[src/rtl/if_id_fifo.sv]
// IF/ID decoupling buffer: DEPTH-entry instruction queue feeding a registered output stage.
// Optional feature: define IF_ID_FIFO_PARITY_EN to store and recheck even parity per entry.

`ifndef IF_ID_flush
`define IF_ID_flush 2'b01
`endif
`ifndef IF_ID_hold
`define IF_ID_hold 2'b10
`endif

module if_id_fifo #(
  parameter int ADDR_W = 32,
  parameter int DATA_W = 32,
  parameter int DEPTH = 4,
  parameter logic [DATA_W-1:0] NOP_INST = 32'h00000013
) (
  input  logic                       i_Clk,
  input  logic                       i_reset,
  input  logic                       i_wr_valid,
  output logic                       o_wr_ready,
  input  logic [ADDR_W-1:0]          i_pc_addr,
  input  logic [DATA_W-1:0]          i_inst_data,
  input  logic [1:0]                 i_hold_flag,
  output logic                       o_valid,
  output logic [ADDR_W-1:0]          o_pc_addr,
  output logic [DATA_W-1:0]          o_inst_data,
`ifdef IF_ID_FIFO_PARITY_EN
  output logic                       o_parity_err,
`endif
  output logic [$clog2(DEPTH+1)-1:0] o_count
);

  localparam int PTR_W = $clog2(DEPTH);
  localparam int CNT_W = $clog2(DEPTH + 1);

  logic [ADDR_W-1:0] mem_pc   [DEPTH];
  logic [DATA_W-1:0] mem_inst [DEPTH];
  logic [PTR_W-1:0]  wr_ptr;
  logic [PTR_W-1:0]  rd_ptr;
  logic [CNT_W-1:0]  count;

  logic flush;
  logic hold;
  logic run;
  logic empty;
  logic push;
  logic pop;
  logic bypass;
  logic enq;

  assign flush = (i_hold_flag == `IF_ID_flush);
  assign hold  = (i_hold_flag == `IF_ID_hold) && !flush;
  assign run   = !flush && !hold;
  assign empty = (count == '0);

  // Ready depends only on occupancy, so a full queue never accepts even when popping.
  assign o_wr_ready = (count != CNT_W'(DEPTH));
  assign push       = i_wr_valid && o_wr_ready;
  assign pop        = run && !empty;
  assign bypass     = run && empty && push;
  assign enq        = push && !flush && !bypass;
  assign o_count    = count;

  always_ff @(posedge i_Clk) begin
    if (enq) begin
      mem_pc[wr_ptr]   <= i_pc_addr;
      mem_inst[wr_ptr] <= i_inst_data;
    end
  end

  always_ff @(posedge i_Clk or posedge i_reset) begin
    if (i_reset) begin
      wr_ptr <= '0;
      rd_ptr <= '0;
      count  <= '0;
    end else if (flush) begin
      wr_ptr <= '0;
      rd_ptr <= '0;
      count  <= '0;
    end else begin
      if (enq) wr_ptr <= wr_ptr + PTR_W'(1);
      if (pop) rd_ptr <= rd_ptr + PTR_W'(1);
      if (enq && !pop)
        count <= count + CNT_W'(1);
      else if (pop && !enq)
        count <= count - CNT_W'(1);
    end
  end

  // Output stage: flush and empty-queue bubbles both present a NOP with valid low.
  always_ff @(posedge i_Clk or posedge i_reset) begin
    if (i_reset) begin
      o_valid     <= 1'b0;
      o_pc_addr   <= '0;
      o_inst_data <= '0;
    end else if (flush) begin
      o_valid     <= 1'b0;
      o_pc_addr   <= '0;
      o_inst_data <= NOP_INST;
    end else if (run) begin
      if (!empty) begin
        o_valid     <= 1'b1;
        o_pc_addr   <= mem_pc[rd_ptr];
        o_inst_data <= mem_inst[rd_ptr];
      end else if (push) begin
        o_valid     <= 1'b1;
        o_pc_addr   <= i_pc_addr;
        o_inst_data <= i_inst_data;
      end else begin
        o_valid     <= 1'b0;
        o_pc_addr   <= '0;
        o_inst_data <= NOP_INST;
      end
    end
  end

`ifdef IF_ID_FIFO_PARITY_EN
  logic mem_par [DEPTH];
  logic head_bad;

  assign head_bad = ((^{mem_pc[rd_ptr], mem_inst[rd_ptr]}) != mem_par[rd_ptr]);

  always_ff @(posedge i_Clk) begin
    if (enq) mem_par[wr_ptr] <= ^{i_pc_addr, i_inst_data};
  end

  // Sticky until reset or flush; bypassed pairs never touch storage so are not checked.
  always_ff @(posedge i_Clk or posedge i_reset) begin
    if (i_reset)
      o_parity_err <= 1'b0;
    else if (flush)
      o_parity_err <= 1'b0;
    else if (pop && head_bad)
      o_parity_err <= 1'b1;
  end
`endif

endmodule

[config.mk]
export PLATFORM = sky130hd
export DESIGN_NAME = if_id_fifo
export DESIGN_NICKNAME = d
export VERILOG_FILES = /design/src/rtl/if_id_fifo.sv
export SDC_FILE = /design/constraint.sdc
export NUM_CORES = 1
export LEC_CHECK = 0
export BUFFER_PORTS_ARGS = -buffer_cell sky130_fd_sc_hd__clkbuf_2
export CAP_MARGIN = 20
export CORE_AREA = 2 2 162 164
export CTS_CLUSTER_DIAMETER = 60
export DETAILED_ROUTE_END_ITERATION = 8
export DIE_AREA = 0 0 164 166
export PLACE_DENSITY = 0.77
export SETUP_SLACK_MARGIN = 0.3
export SLEW_MARGIN = 40
export SYNTH_ARGS = -nofsm -noshare
export SYNTH_HDL_FRONTEND = slang
export SYNTH_SLANG_ARGS = --single-unit
[constraint.sdc]
create_clock -name i_Clk -period 3.76 [get_ports i_Clk]
set_clock_uncertainty 0.05 [all_clocks]
set_input_delay 0.376 -clock i_Clk [delete_from_list [all_inputs] [get_ports i_Clk]]
set_output_delay 0.376 -clock i_Clk [all_outputs]
set_load 0.005 [all_outputs]
Yosys cells after proc, flatten, opt, wreduce, memory -nomap -nowiden
Memories as Yosys holds them, arrays and structs flattened. Index checks and enable logic that the tools add are counted.

$add $sub $neg: 4. Eq/ne operators: 3. Multiplexer cells: 21. Reductions and logical operators: 21.

Operator list (count): $mux 32 (8); $logic_and 1x1->1 (10); $mux 3 (3); $mux 2 (4); $logic_not 1->1 (6); $mux 1 (6); $reduce_bool 2->1 (3); $add 2x1->2 const B (2); $add 3x1->3 const B (1); $logic_not 3->1 (1); $ne 3x3->1 const B (1); $reduce_bool 3->1 (1); $sub 3x1->3 const B (1); $eq 2x1->1 const B (1); $eq 2x2->1 const B (1).

Register bits after elaboration: 72. Memory bits (writable): 256. Input port bits: 69. Output and inout port bits: 69. Logic and storage cells: 57. Memories kept: 2.

Memories: mem_inst (words 4, bits a word 32, read ports 1, clocked after memory_dff 0, write ports 1, line 37) `logic [DATA_W-1:0] mem_inst [DEPTH];`; mem_pc (words 4, bits a word 32, read ports 1, clocked after memory_dff 0, write ports 1, line 36) `logic [ADDR_W-1:0] mem_pc [DEPTH];`.

Longest topological paths before layout
Depth in word-level cells: 14. Gate-level depth with buffers: 11. Depth with buffers taken out: 10.

Least setup slack after synthesis
No wires, ideal clock.

Kind: input to register. Start point: input i_hold_flag[0]. End point: memory mem_inst[0][0] (enable). Library setup time: 0.429 ns. Arrival time: 2.746 ns. Required time: 3.281 ns. Path slack: 0.535 ns. Cell stages on the path: 6. Path buffers: 1. Path through: inv_1 > ha_1 > clkbuf_1 > nor2_1 > o311a_1 > and2_1.

Longest elaborated chain between the ends: 11. Elaborated cells between the ends (all ways): 13. Classes of those cells: 2 x eq/ne; 2 x mux; 9 x reduce/logical.

Ends and longest elaborated chain: start: declaration (line 23) `input logic [1:0] i_hold_flag,`; $eq 2x1->1 (no line); $logic_not 1->1 (line 52, 53, 61); $logic_and 1x1->1 (line 52) `` assign hold = (i_hold_flag == `IF_ID_hold) && !flush; ``; $logic_not 1->1 (line 53) `assign run = !flush && !hold;`; $logic_and 1x1->1 (line 53); $logic_and 1x1->1 (2 in a row) (line 60) `assign bypass = run && empty && push;`; $logic_not 1->1 (line 61) `assign enq = push && !flush && !bypass;`; $logic_and 1x1->1 * (line 61); $mux 1 * (line 65) `if (enq) begin`; $mux 1 (implied by the code) * (line 67) `mem_inst[wr_ptr] <= i_inst_data;`; end: declaration (line 37).

Every way passes the cells marked *; elsewhere a longest branch is shown, timed or not.

Final worst setup path
Start point: register count[0], in the netlist o_count[0]. End point: register o_inst_data[2].

Longest elaborated chain between the ends: 6. Elaborated cells between the ends (all ways): 7. Classes of those cells: 1 x eq/ne; 4 x mux; 2 x reduce/logical.

Ends and longest elaborated chain: start: declaration (line 40) `logic [CNT_W-1:0] count;`; start signal: assignment (line 84) `count <= count + CNT_W'(1);`; start signal: assignment (line 86) `count <= count - CNT_W'(1);`; $ne 3x3->1 (line 57) `assign o_wr_ready = (count != CNT_W'(DEPTH));`; $logic_and 1x1->1 (line 58) `assign push = i_wr_valid && o_wr_ready;`; $mux 32 (line 105) `end else if (push) begin`; $mux 32 * (line 101) `if (!empty) begin`; $mux 32 * (line 100) `end else if (run) begin`; $mux 32 * (line 96) `end else if (flush) begin`; end signal: assignment (line 104) `o_inst_data <= mem_inst[rd_ptr];`; end signal: assignment (line 108) `o_inst_data <= i_inst_data;`; end: declaration (line 26) `output logic [DATA_W-1:0] o_inst_data,`.

Every way passes the cells marked *; elsewhere a longest branch is shown, timed or not. The select of a mux whose other input is x is not followed. A chain may end at the register's enable or synchronous reset.

==> results.toml <==
[grt]
use_met3 = 0.0402
track_usage = 0.200
gr-usage-met1 = 0.269
grt.busiest_layer = "met2"
grt_pass1_vias = 7040
antenna_found_initial = 1
met2_usage = 0.333
grt_max_degree = 73
grt_pass1_wl_mm = 41.1
grt_remaining_overflow = 0

[outcome]
outcome = "finished, final reports clean"

[worst_setup_path]
r2r_slack_ps = 1310
start_kind = "flip-flop"
critPathKind = "flip-flop to flip-flop"
endpoint_kind = "flip-flop"
cp_max_fo = 34
critical_path_arrival_ps = 2850
required_ps = 4150

[detailed_routing]
drt_pass1_iterations = 5
routed_wl_mm = 26.7
post_drt_wl_per_cell_um = 23.6
drc = 0
vias = 6652
viasPerCell = 5.87
ant_nets = 0
drt_iter0_drc = 463

[timing]
max_slew_margin = 0.437
slew_violations = 0
tightest_slew_ps = 845
setup-violations-final = 0
finalSetupTns_ps = 0
fmax_ghz = 0.407
whs_ps = 50.1
rsz0062_at_grt = "false"
fin_crit_ps = 2450
finalHoldViolCount = 0
post-route-period-util = 0.653

[synthesis]
ys_seq_elements = 328
synth_area_mm2 = 0.0126
ys_types = 33
avgSynthCellArea_um2 = 20.1
syn_nets = 705
seq_area_frac_synth = 0.752
syn-instance-count = 629
synth-async-reset-ratio = 0.220
yosys_warnings = 0
synth_enable_flop_cells = 256
synthFlopType = "edfxtp_1"

[pwr]
finalPower_mw = 11.3
ir_drop_v = 0.000398
leakage_nw = 5.64
power.density_mw_per_mm2 = 760

[place]
dpl.cell_count = 1067
dpl.hpwl_mm = 14.7
portBuffers = 137
gp_congestion = 0.700

[clocking]
tritoncts = "done"
post_cts_resize_count = 0
cts_root_buffer = "clkbuf_16"
h-tree-depth = 2
cts_buffers = 35
cts.sinks = 328
cts.path.max_buffers = 3
clock_latency_ps = 510
post_cts.repair.setup_buffers = 0
clkTransAtPathRegs_ps = 60

[run]
maxCapViolations = 0

[floorplanning]
rows = 59
fp.dieArea_mm2 = 0.0272
core_mm2 = 0.0256
die_w_um = 164
start_util = 0.493
ios = 138
die_y_um = 166

[final_layout]
area_growth_pct = 18.2
finalNetCount = 846
fin_util = 0.582
final_common_cell = "edfxtp_1"
layout_common_cells = "edfxtp_1 (256), clkbuf_2 (137), dfrtp_1 (70), mux4_2 (64)"
fillCellCount = 1886
drive_above_1_share = 0.350
final_cells = 1133

[hold_path]
hold_path_class = "input pin to flip-flop"
## critical path, cell delays in order, from the launching register on
cell and delay (ps):
dfrtp_1 520, or3_1 290, o21ai_2 100, nor2_4 610, buf_4 530, a221o_1 240
## metrics by stage
| stage | setup slack [ps] | area (µm²) |
|---|---|---|
| floorplan | 535 | 12600 |
| global placement | 1070 | 13700 |
| detailed placement | 1010 | 13700 |
| CTS | 1290 | 14900 |
| global route | 1140 | 14900 |
| finish | 1310 | 14900 |
## what timing repair did
item	CTS	global route
hold endpoints to repair	26	0
hold buffers	1	0
endpoints found under the setup margin	0	0
## registers in the layout, indices dropped and copies added, names as in the netlist
signal / cells
mem_inst: 128
mem_pc: 128
o_count: 3
o_inst_data: 32
o_pc_addr: 32
o_valid: 1
rd_ptr: 2
wr_ptr: 2
## power by group
group	switching (mW)	internal (mW)	total (mW)	leakage [nW]
Combinational	1.31	1.37	2.69	1.83
Sequential	0.475	4.65	5.12	3.23
Clock	1.39	2.13	3.52	0.575
## final timing paths
path                                   to           from  cells after the start
max                        o_inst_data[2]     o_count[0]                      5
min                         mem_pc[0][22]  i_pc_addr[22]                      1
max reg2reg                o_inst_data[2]     o_count[0]                      5
min reg2reg                       o_valid        o_valid                      2
max in group asynchronous       rd_ptr[1]        i_reset                      3
min in group asynchronous   o_pc_addr[14]        i_reset                      3
## cells by family (layout without fill, tap and decap cells)
family,count (synthesis),in the layout,synth area share
AOI/OAI and AO/OA,74,74,0.0573
xor gates and xnor gates,6,6,0.00417
adders and majority gates,7,7,0.00754
buffers and inverters,57,225,0.0218
DFF,328,328,0.752
muxes,66,66,0.116
other,0,1,0
and+or+nand+nor,91,91,0.0411
## cell type report
cell class | count | area, µm² | area share
Clock buffer | 49 | 990 | 0.0664
Tap cell | 335 | 419 | 0.0281
Timing Repair Buffer | 149 | 866 | 0.0581
Sequential cell | 328 | 9500 | 0.637
Clock inverter | 15 | 201 | 0.0135
Antenna cell | 1 | 2.50 | 0.000168
Inverter | 12 | 50.0 | 0.00336
Multi-Input combinational cell | 244 | 2890 | 0.194
## per-layer routing
layer / part of all wire / wire (µm)
met1: 0.41 / 10900
met4: 0.021 / 563
met3: 0.061 / 1620
met5: 0 / 0
met2: 0.51 / 13600
## cells in the mapped netlist (all sizes together) (3+ instances only)
master	instances	area [µm²]
xor2	3	26.3
nor2	11	41.3
buf	19	133
clkbuf	26	97.6
a221o	61	611
a32oi	3	26.3
nand2	9	33.8
edfxtp	256	7690
mux4	64	1440
inv	12	45.0
ha	6	75.1
and3	61	382
xnor2	3	26.3
dfrtp	72	1800
and2	5	31.3
No activity file was read; power rests on OpenSTA's default activity.
